<file path="config.mk">
export PLATFORM = sky130hd
export DESIGN_NAME = mem_stage_lsu
export DESIGN_NICKNAME = d
export VERILOG_FILES = /design/src/rtl/mem_stage_lsu.sv
export SDC_FILE = /design/constraint.sdc
export NUM_CORES = 1
export LEC_CHECK = 0
export CAP_MARGIN = 20
export CELL_PAD_IN_SITES_DETAIL_PLACEMENT = 1
export CELL_PAD_IN_SITES_GLOBAL_PLACEMENT = 2
export CORE_ASPECT_RATIO = 1.2
export CORE_MARGIN = 5
export CORE_UTILIZATION = 40
export CTS_CLUSTER_SIZE = 8
export DETAILED_ROUTE_END_ITERATION = 6
export DONT_BUFFER_PORTS = 1
export GPL_ROUTABILITY_DRIVEN = 0
export PLACE_DENSITY_LB_ADDON = 0.1
export RECOVER_POWER = 50
export SLEW_MARGIN = 0
export SYNTH_ARGS = -nofsm -noshare
export SYNTH_HDL_FRONTEND = slang
export SYNTH_SLANG_ARGS = --single-unit
</file>
<file path="constraint.sdc">
create_clock -name clk -period 4.15 [get_ports clk]
set_input_delay 0.415 -clock clk [delete_from_list [all_inputs] [get_ports clk]]
set_output_delay 0.415 -clock clk [all_outputs]
set_load 0.02 [all_outputs]
</file>
<file path="src/rtl/mem_stage_lsu.sv">
// mem_stage_lsu: MEM pipeline stage with data-bus load/store unit (req/ack handshake, lane alignment).
// Optional feature macro MEM_UNALIGNED_EXC_EN: trap misaligned half/word accesses instead of issuing them.
module mem_stage_lsu #(
  parameter int unsigned BUS_TIMEOUT = 255
) (
  input  logic        clk,
  input  logic        rst_n,
  input  logic        EX_Valid,
  input  logic [31:0] EX_AluOut,
  input  logic [31:0] EX_StoreData,
  input  logic        EX_MemRd,
  input  logic        EX_MemWr,
  input  logic [1:0]  EX_LsSize,
  input  logic        EX_LoadSigned,
  input  logic [29:0] EX_PcAddOne,
  input  logic [1:0]  EX_WbSel,
  input  logic [4:0]  EX_Rw,
  input  logic [31:0] EX_Instr,
  input  logic        EX_RfWr,
  output logic        MEM_Stall,
  output logic [31:0] MEM_AluOut,
  output logic [31:0] MEM_LTypeDmOut,
  output logic [29:0] MEM_PcAddOne,
  output logic [1:0]  MEM_WbSel,
  output logic [4:0]  MEM_Rw,
  output logic [31:0] MEM_Instr,
  output logic        MEM_RfWr,
  output logic        MEM_Exc,
  output logic        MEM_BusErr,
  output logic        dbus_req,
  output logic        dbus_we,
  output logic [3:0]  dbus_be,
  output logic [31:0] dbus_addr,
  output logic [31:0] dbus_wdata,
  input  logic        dbus_ack,
  input  logic [31:0] dbus_rdata
);
  typedef enum logic [1:0] {IDLE, BUSY, DONE} state_t;

  localparam int unsigned TMAX = (BUS_TIMEOUT > 0) ? BUS_TIMEOUT - 1 : 0;
  localparam int unsigned CW   = (TMAX > 0) ? $clog2(TMAX + 1) : 1;

  state_t        state;
  logic [CW-1:0] waitCnt;
  logic [1:0]    offHeld;
  logic [1:0]    sizeHeld;
  logic          signedHeld;
  logic          loadHeld;
  logic          rfWrHeld;

  logic          memOp;
  logic          misaligned;
  logic [1:0]    off;
  logic [3:0]    beNext;
  logic [31:0]   wdataNext;
  logic [7:0]    byteData;
  logic [15:0]   halfData;
  logic [31:0]   loadExt;

  assign off   = EX_AluOut[1:0];
  assign memOp = EX_Valid & (EX_MemRd | EX_MemWr);

`ifdef MEM_UNALIGNED_EXC_EN
  assign misaligned = (EX_LsSize == 2'b01) ? off[0] : (EX_LsSize[1] & (off != 2'b00));
`else
  assign misaligned = 1'b0;
`endif

  always_comb begin
    beNext    = 4'b1111;
    wdataNext = EX_StoreData;
    case (EX_LsSize)
      2'b00: begin
        beNext    = 4'b0001 << off;
        wdataNext = {4{EX_StoreData[7:0]}};
      end
      2'b01: begin
        beNext    = off[1] ? 4'b1100 : 4'b0011;
        wdataNext = {2{EX_StoreData[15:0]}};
      end
      default: ;
    endcase
  end

  // Lane select uses the offset captured with the request, since dbus_addr is word-aligned.
  always_comb begin
    byteData = dbus_rdata[7:0];
    case (offHeld)
      2'b01:   byteData = dbus_rdata[15:8];
      2'b10:   byteData = dbus_rdata[23:16];
      2'b11:   byteData = dbus_rdata[31:24];
      default: ;
    endcase
    halfData = offHeld[1] ? dbus_rdata[31:16] : dbus_rdata[15:0];
    loadExt  = dbus_rdata;
    case (sizeHeld)
      2'b00:   loadExt = {{24{signedHeld & byteData[7]}}, byteData};
      2'b01:   loadExt = {{16{signedHeld & halfData[15]}}, halfData};
      default: ;
    endcase
  end

  always_ff @(posedge clk or negedge rst_n) begin
    if (!rst_n) begin
      state          <= IDLE;
      waitCnt        <= '0;
      offHeld        <= '0;
      sizeHeld       <= '0;
      signedHeld     <= 1'b0;
      loadHeld       <= 1'b0;
      rfWrHeld       <= 1'b0;
      MEM_Stall      <= 1'b0;
      MEM_AluOut     <= '0;
      MEM_LTypeDmOut <= '0;
      MEM_PcAddOne   <= '0;
      MEM_WbSel      <= '0;
      MEM_Rw         <= '0;
      MEM_Instr      <= '0;
      MEM_RfWr       <= 1'b0;
      MEM_Exc        <= 1'b0;
      MEM_BusErr     <= 1'b0;
      dbus_req       <= 1'b0;
      dbus_we        <= 1'b0;
      dbus_be        <= '0;
      dbus_addr      <= '0;
      dbus_wdata     <= '0;
    end else begin
      MEM_BusErr <= 1'b0;
      case (state)
        BUSY: begin
          if (dbus_ack) begin
            state     <= DONE;
            dbus_req  <= 1'b0;
            MEM_Stall <= 1'b0;
            MEM_RfWr  <= rfWrHeld;
            if (loadHeld) MEM_LTypeDmOut <= loadExt;
          end else if (BUS_TIMEOUT != 0 && waitCnt == CW'(TMAX)) begin
            state      <= DONE;
            dbus_req   <= 1'b0;
            MEM_Stall  <= 1'b0;
            MEM_BusErr <= 1'b1;
            MEM_RfWr   <= 1'b0;
          end else begin
            waitCnt <= waitCnt + CW'(1);
          end
        end
        default: begin
          MEM_AluOut   <= EX_AluOut;
          MEM_PcAddOne <= EX_PcAddOne;
          MEM_WbSel    <= EX_WbSel;
          MEM_Rw       <= EX_Rw;
          MEM_Instr    <= EX_Instr;
          MEM_Exc      <= memOp & misaligned;
          if (memOp && !misaligned) begin
            state      <= BUSY;
            waitCnt    <= '0;
            dbus_req   <= 1'b1;
            MEM_Stall  <= 1'b1;
            MEM_RfWr   <= 1'b0;
            dbus_we    <= EX_MemWr;
            dbus_be    <= beNext;
            dbus_addr  <= {EX_AluOut[31:2], 2'b00};
            dbus_wdata <= wdataNext;
            offHeld    <= off;
            sizeHeld   <= EX_LsSize;
            signedHeld <= EX_LoadSigned;
            loadHeld   <= EX_MemRd & ~EX_MemWr;
            rfWrHeld   <= EX_RfWr;
          end else begin
            state    <= IDLE;
            MEM_RfWr <= EX_Valid & EX_RfWr & ~memOp;
          end
        end
      endcase
    end
  end
endmodule

</file>
==> results of run 1 <==
==> cell families after synthesis <==
family / after synthesis / synth area share (%)
AOI/OAI and AO/OA: 86 / 6.02
xor gates and xnor gates: 3 / 0.286
adders and majority gates: 2 / 0.272
buffers and inverters: 62 / 3.63
DFF: 220 / 59.8
muxes: 135 / 16.2
other: 1 / 0.0408
and+or+nand+nor: 302 / 13.7
==> through the flow <==
step / setup slack (ns) / utilization (%) / std cells
floorplan: 2.56 / - / 813
global placement: 1.81 / 41.4 / 1047
detailed placement: 1.68 / 41.4 / 1047
CTS: 1.64 / 48.7 / 1165
global route: 1.47 / 49.1 / 1172
finish: 1.67 / 49.1 / 1173
==> registers in the layout, summed over array words and instances, names as in the netlist, 5 cells and up <==
name and count:
waitCnt 8, MEM_Rw 5, MEM_Instr 32, dbus_wdata 32
MEM_PcAddOne 30, MEM_AluOut 32, dbus_addr 30, MEM_LTypeDmOut 32
==> timing repair <==
action	CTS	global route
endpoints found under the hold margin	329	225
hold buffers	83	5
resized for setup	0	0
==> area by class of cell <==
type / count / area (sq um)
Sequential cell: 220 / 5510
Antenna cell: 2 / 5.00
Inverter: 10 / 37.5
Fill cell: 2396 / 11500
Clock inverter: 1 / 20.0
Tap cell: 279 / 349
Clock buffer: 34 / 797
Timing Repair Buffer: 96 / 961
Multi-Input combinational cell: 531 / 3370
==> synth_stat cells (all sizes together) <==
master   count
o21a         2
a32oi       14
xnor2        3
or3b         3
mux2i       33
nor3b        2
conb         1
nand2b       2
mux4         1
buf         36
o31ai        1
nor2        34
nand4        3
nand2      201
mux2       101
nor2b        4
nor4         3
nor3         9
a31oi       11
o2111ai      1
nand3b       1
and4         1
clkbuf      16
o21ai       35
o211ai       1
dfrtp      220
and3         1
ha           2
inv         10
a21oi       13
nand3       38
a211o        8
==> report_power, final <==
group	internal, mW	leakage [nW]	switching [mW]	total, mW
clock network	1.33	0.401	0.882	2.21
logic	0.503	1.95	0.524	1.03
registers	2.68	2.66	1.16	3.84
==> per-layer routing <==
metal  part of all wire, %  vias to the layer above  global-route usage (%)
met4                   3.0                        0                    7.12
met1                    34                     3222                    22.0
met3                    11                       60                    9.55
met2                    51                      276                    36.2
li1                      -                     2898                       -
met5                     0                        -                       0
==> worst max-delay path by stage <==
stage          slack (ns)  cells past startpoint                  to     start
6_report             1.67                      4       MEM_AluOut[2]  state[1]
5_1_grt              1.47                      6  MEM_LTypeDmOut[14]  state[1]
4_1_cts              1.64                      6   MEM_LTypeDmOut[8]  state[1]
3_5_place_dp         1.68                      6   MEM_LTypeDmOut[8]  state[1]
3_3_place_gp         1.81                      6  MEM_LTypeDmOut[13]  state[1]
2_1_floorplan        2.56                      8          dbus_be[0]  state[0]
==> layout by cell type, fill, tap and decap left out, types with 2 or more instances in the layout <==
cell | synthesis | routed
mux2_2 | 101 | 101
nor3_1 | 9 | 9
a211o_1 | 8 | 8
o21ai_2 | 2 | 2
a31oi_1 | 11 | 11
ha_1 | 2 | 2
o21a_1 | 2 | 2
a21oi_1 | 13 | 13
nand3_1 | 38 | 38
nor2b_1 | 4 | 4
or3b_1 | 2 | 2
o21ai_1 | 3 | 3
nand4_1 | 3 | 3
nor4_1 | 3 | 3
o21ai_0 | 30 | 30
diode_2 | 0 | 2
a32oi_1 | 14 | 14
dlygate4sd3_1 | 0 | 88
nand2_1 | 201 | 201
mux2i_1 | 33 | 33
clkbuf_1 | 16 | 2
inv_1 | 10 | 10
dfrtp_1 | 220 | 220
nand2b_1 | 2 | 2
nor2_1 | 34 | 34
conb_1 | 1 | 3
buf_4 | 5 | 7
clkbuf_16 | 0 | 31
xnor2_1 | 3 | 3
==> worst max-delay path, delay by kind of cell (launching register included) <==
kind | cells | cell delay [ns]
mux | 1 | 0.44
buf+inv | 2 | 1.29
flops | 1 | 0.39
simple gates | 1 | 0.15
==> summary.md, run 1 <==
| Metric | Value |
|---|---|
| Sequential area share after synthesis | `59.8%` |
| Final Hold Fails | `220` |
| Max transition margin | `38.8%` |
| Core area | `0.0225 sq mm` |
| Crit Path Max Fanout | `63` |
| Number of distinct library cells after synthesis | `38` |
| Die Height | `176 um` |
| Worst path arrival time | `2.91 ns` |
| Synth area leader | `dfrtp_1` |
| IO buf count | `0` |
| Global Route Usage Sum | `20.7%` |
| Cts bufs inserted | `31` |
| Via density per instance | `5.50` |
| H-tree depth | `1` |
| CP Capture Type | `register` |
| Synth top area share | `59.8%` |
| Hpwl dp | `19,100 um` |
| Ys Warns | `0` |
| Slowest CP cell | `buf_4` |
| LEAKAGE | `5.01 nW` |
| Share of layout cells above drive strength 1 | `16.6%` |
| Avg Inst Size Synth | `11.3 sq um` |
| Post-route ant nets | `0` |
| Failing checks | `negative hold slack` |
| Routed via count | `6,456` |
| CTS tree | `yes` |
| Post-route cell area | `0.0110 sq mm` |
| Initial antenna violation count | `1` |
| Iter 0 DRT Violations | `212` |
| Crit Path Category | `reg -> reg` |
| VDD IR-drop max | `0.337 mV` |
| Clock transition at path regs | `0.05 ns` |
| Reg2reg path depth | `4` |
| Status | `finished, violations left` |
| Maximum clock frequency | `404 MHz` |
| Hold WC Path Type | `in -> async` |
| First-pass GRT wire length | `43,000 um` |
| Critical R2R Launch | `state[1]` |
| Synthesized cell area | `0.00920 sq mm` |
| CP max stage delay | `0.74 ns` |
| Max-Cap Viols | `0` |
| Final setup vio count | `0` |
| Nets | `1,067` |
| Power density over cell area | `641 mW/mm^2` |
| CP dominant cell by count | `buf_4` |
| Final Hold Slack | `-0.424 ns` |
| Starting Density | `40.9%` |
| DRC Markers | `0` |
| Unrepaired setup endpoints after global routing | `false` |
| Final Slew Violations | `0` |
| Clock latency on the worst-skew pair | `0.55 ns` |
| Vias in the first global route | `7,348` |
| Tcrit/Tclk final | `59.7%` |
| DR WL/cell | `24.6 um` |
| 1st-pass router iterations | `4` |
| CP cell instances | `nor2b_1, buf_4, buf_4, mux2_2` |
| Area contributors post-synth | `dfrtp_1, mux2_2, nand2_1` |
| Seq cells post-synth | `220` |
| # Post-CTS Setup Buffers | `0` |
| Core Rows | `60` |
| Post-layout power | `7.08 mW` |
| Total grt overflow | `0` |
| Max Root-Sink Buffers | `3` |
| Largest net degree at the start of global routing | `221` |
| Slew @ Worst Pin | `0.915 ns` |
| Post-route minimum period | `2.48 ns` |
| Layout area overhead | `20.1%` |
| Critical Path RT | `4.58 ns` |
| Syn Inst Count | `811` |
| Die width | `148 um` |
| R2r endpoint | `MEM_AluOut[2]` |
| R2R setup slack | `1.67 ns` |
| Final setup TNS | `0 ns` |
| Die area | `0.0261 sq mm` |
| Clock Tree Root | `clkbuf_16` |
| Routed WL | `28,900 um` |
| Ports | `382` |
| Placement Cell Area | `0.00933 sq mm` |
| Critical Path Source Type | `register` |
| Clock sink count | `220` |
| Worst Skew | `0.0217 ns` |
(Power assumes the default switching activity.)
==> run 2: changes to the inputs <==
--- a/config.mk
+++ b/config.mk
@@ -10,7 +10,7 @@
 export CELL_PAD_IN_SITES_GLOBAL_PLACEMENT = 2
 export CORE_ASPECT_RATIO = 1.2
 export CORE_MARGIN = 5
-export CORE_UTILIZATION = 40
+export CORE_UTILIZATION = 38
 export CTS_CLUSTER_SIZE = 8
 export DETAILED_ROUTE_END_ITERATION = 6
 export DONT_BUFFER_PORTS = 1
==> constraint.sdc (replaced) <==
create_clock -name clk -period 2.3 [get_ports clk]
set_input_delay 0.23 -clock clk [delete_from_list [all_inputs] [get_ports clk]]
set_output_delay 0.23 -clock clk [all_outputs]
set_load 0.02 [all_outputs]
==> run 2 against run 1 <==
The flow still finishes with violations (negative hold slack). Flip-flop and latch count is the same. Clock-buffer cell count shrank 3. Critical path depth grew 2. Clock skew shrank 0.013 ns. Sequential power grew 80%. Via count grew 6.7%. Worst hold slack lost 0.20 ns. Utilization grew 1.9 points. Cell count grew 12%. Clock power grew 84%. Fmax grew 10%. Critical endpoint is now MEM_LTypeDmOut[11]. Largest cell class unchanged.
==> summary.md, run 2 (synthesis gave the netlist of run 1 again) <==
| Metric | Value |
|---|---|
| Status | `finished, violations left (unchanged)` |
| Failing checks | `negative hold slack (unchanged)` |
| Clock sink count | `220 (unchanged)` |
| Worst path arrival time | `2.66 ns (was 2.91 ns)` |
| Slew @ Worst Pin | `0.855 ns (was 0.915 ns)` |
| First-pass GRT wire length | `46,700 um (was 43,000 um)` |
| Starting Density | `38.5% (was 40.9%)` |
| Unrepaired setup endpoints after global routing | `false (unchanged)` |
| Max-Cap Viols | `0 (unchanged)` |
| Total grt overflow | `0 (unchanged)` |
| Final Hold Fails | `220 (unchanged)` |
| Clock transition at path regs | `0.05 ns (about the same)` |
| Routed via count | `6,887 (was 6,456)` |
| Die Height | `180 um (was 176 um)` |
| Final worst setup slack | `0.0565 ns (was 1.67 ns)` |
| Core area | `0.0239 sq mm (was 0.0225 sq mm)` |
| Critical Path Source | `offHeld[1] (was state[1])` |
| Reg2reg path depth | `6 (was 4)` |
| Post-route minimum period | `2.24 ns (was 2.48 ns)` |
| Critical Path Source Type | `register (unchanged)` |
| Hold buffer count at CTS | `181 (was 83)` |
| LEAKAGE | `5.46 nW (was 5.01 nW)` |
| Die area | `0.0274 sq mm (was 0.0261 sq mm)` |
| R2r endpoint | `MEM_LTypeDmOut[11] (was MEM_AluOut[2])` |
| Ports | `382 (unchanged)` |
| Layout Utilization | `51.0% (was 49.1%)` |
| Routed WL | `30,300 um (was 28,900 um)` |
| Most common cell after layout, fill and taps aside | `dfrtp_1 (unchanged)` |
| Final setup vio count | `0 (unchanged)` |
| Final setup TNS | `0 ns (unchanged)` |
| CP Capture Type | `register (unchanged)` |
| Final Hold Slack | `-0.620 ns (was -0.424 ns)` |
| Layout area overhead | `32.4% (was 20.1%)` |
| Via density per instance | `5.25 (was 5.50)` |
| # Post-CTS Setup Buffers | `0 (unchanged)` |
| Power density over cell area | `1080 mW/mm^2 (was 641 mW/mm^2)` |
| Nets | `1,168 (was 1,067)` |
| Largest net degree at the start of global routing | `221 (unchanged)` |
| CTS tree | `yes (unchanged)` |
| Clock latency on the worst-skew pair | `0.55 ns (about the same)` |
| Final Slew Violations | `0 (unchanged)` |
| Post-route cell area | `0.0122 sq mm (was 0.0110 sq mm)` |
| Commonest non-fill, non-tap cells in the layout | `dfrtp_1, nand2_1, dlygate4sd3_1, mux2_2, nand3_1 (was dfrtp_1, nand2_1, mux2_2, dlygate4sd3_1, nand3_1)` |
| Clock Tree Root | `clkbuf_16 (unchanged)` |
| Iter 0 DRT Violations | `215 (was 212)` |
| Maximum clock frequency | `446 MHz (was 404 MHz)` |
| Worst Skew | `0.00833 ns (was 0.0217 ns)` |
| R2R setup slack | `0.06 ns (was 1.67 ns)` |
| Global Route Usage Sum | `21.1% (was 20.7%)` |
| Critical Path RT | `2.72 ns (was 4.58 ns)` |
| IO buf count | `0 (unchanged)` |
| Core Rows | `62 (was 60)` |
| Placement Cell Area | `0.00951 sq mm (was 0.00933 sq mm)` |
| VDD IR-drop max | `0.611 mV (was 0.337 mV)` |
| Hpwl dp | `19,300 um (was 19,100 um)` |
| Critical R2R Launch | `offHeld[1] (was state[1])` |
| DR WL/cell | `23.1 um (was 24.6 um)` |
| 1st-pass router iterations | `4 (unchanged)` |
| Initial antenna violation count | `2 (was 1)` |
| Die width | `152 um (was 148 um)` |
| Post-route ant nets | `0 (unchanged)` |
| Hold WC Path Type | `in -> async (unchanged)` |
| Crit Path Max Fanout | `20 (was 63)` |
| Tcrit/Tclk final | `97.5% (was 59.7%)` |
| Vias in the first global route | `7,811 (was 7,348)` |
| Cts bufs inserted | `31 (unchanged)` |
| Max transition margin | `43.0% (was 38.8%)` |
| Crit Path Category | `reg -> reg (unchanged)` |
| Max Root-Sink Buffers | `3 (unchanged)` |
| Pre-CTS WS | `0.520 ns (was 1.68 ns)` |
| H-tree depth | `1 (unchanged)` |
| Share of layout cells above drive strength 1 | `16.2% (was 16.6%)` |
| DRC Markers | `0 (unchanged)` |
run 2: cell count changes in the layout (fill, tap and decap cells not counted), sizes merged:
cell         before  now
dlygate4sd3      88  180
bufinv            0    1
clkbuf           34   31
buf               8   17
run 2: worst max-delay path, stage by stage, from the launching register on:
cell and delay, ns:
dfrtp_1 0.39, buf_12 0.17, mux4_2 0.49, a31oi_1 0.17
buf_4 0.19, a31oi_1 0.09, dlygate4sd3_1 0.60
run 2: repair_timing:
action,in CTS,in global routing
endpoints found under the setup margin,0,7
endpoints found under the hold margin,432,220
gates resized for setup,0,5
run 2: through the flow:
stage,total power [mW],std cells
floorplan,8.05,813
global placement,8.64,1097
detailed placement,8.77,1097
CTS,13.3,1311
global route,13.8,1313
finish,13.2,1313
run 2: cell type report:
type                    count  area (sq um)
clock buffers              31           776
multi-input cells         531          3390
inverters                  10          37.5
repair buffers            197          2020
fillers                  2507         11700
well taps                 320           400
clock inverters             2          50.0
diodes                      2          5.00
flip-flops and latches    220          5510
run 2: worst max-delay path by stage:
stage	endpoint	slack, ns	cells after the start
after floorplan	dbus_be[0]	0.71	8
after global routing	MEM_LTypeDmOut[11]	0.007	6
final	MEM_LTypeDmOut[11]	0.06	6
after CTS	MEM_LTypeDmOut[9]	0.02	6
after detailed placement	MEM_LTypeDmOut[28]	0.52	3
after global placement	MEM_LTypeDmOut[21]	0.61	3
run 2: power by group:
part	internal (mW)	total (mW)	leakage [nW]	switching [mW]
clock network	2.47	4.06	0.406	1.60
logic	1.14	2.19	2.40	1.04
registers	4.84	6.92	2.66	2.08
run 2: routing by layer:
layer | track usage [%] | vias up | share of wire, %
li1 | - | 3109 | -
met1 | 23.1 | 3444 | 35
met2 | 38.5 | 286 | 53
met3 | 7.76 | 48 | 9.6
met4 | 5.86 | 0 | 2.3
met5 | 0 | - | 0
==> run 3: changes to the inputs <==
--- a/config.mk
+++ b/config.mk
@@ -5,7 +5,7 @@
 export SDC_FILE = /design/constraint.sdc
 export NUM_CORES = 1
 export LEC_CHECK = 0
-export CAP_MARGIN = 20
+export CAP_MARGIN = 30
 export CELL_PAD_IN_SITES_DETAIL_PLACEMENT = 1
 export CELL_PAD_IN_SITES_GLOBAL_PLACEMENT = 2
 export CORE_ASPECT_RATIO = 1.2
==> results of run 3 <==
No change in the layout: final DEF, timing and power equal those of run 2.
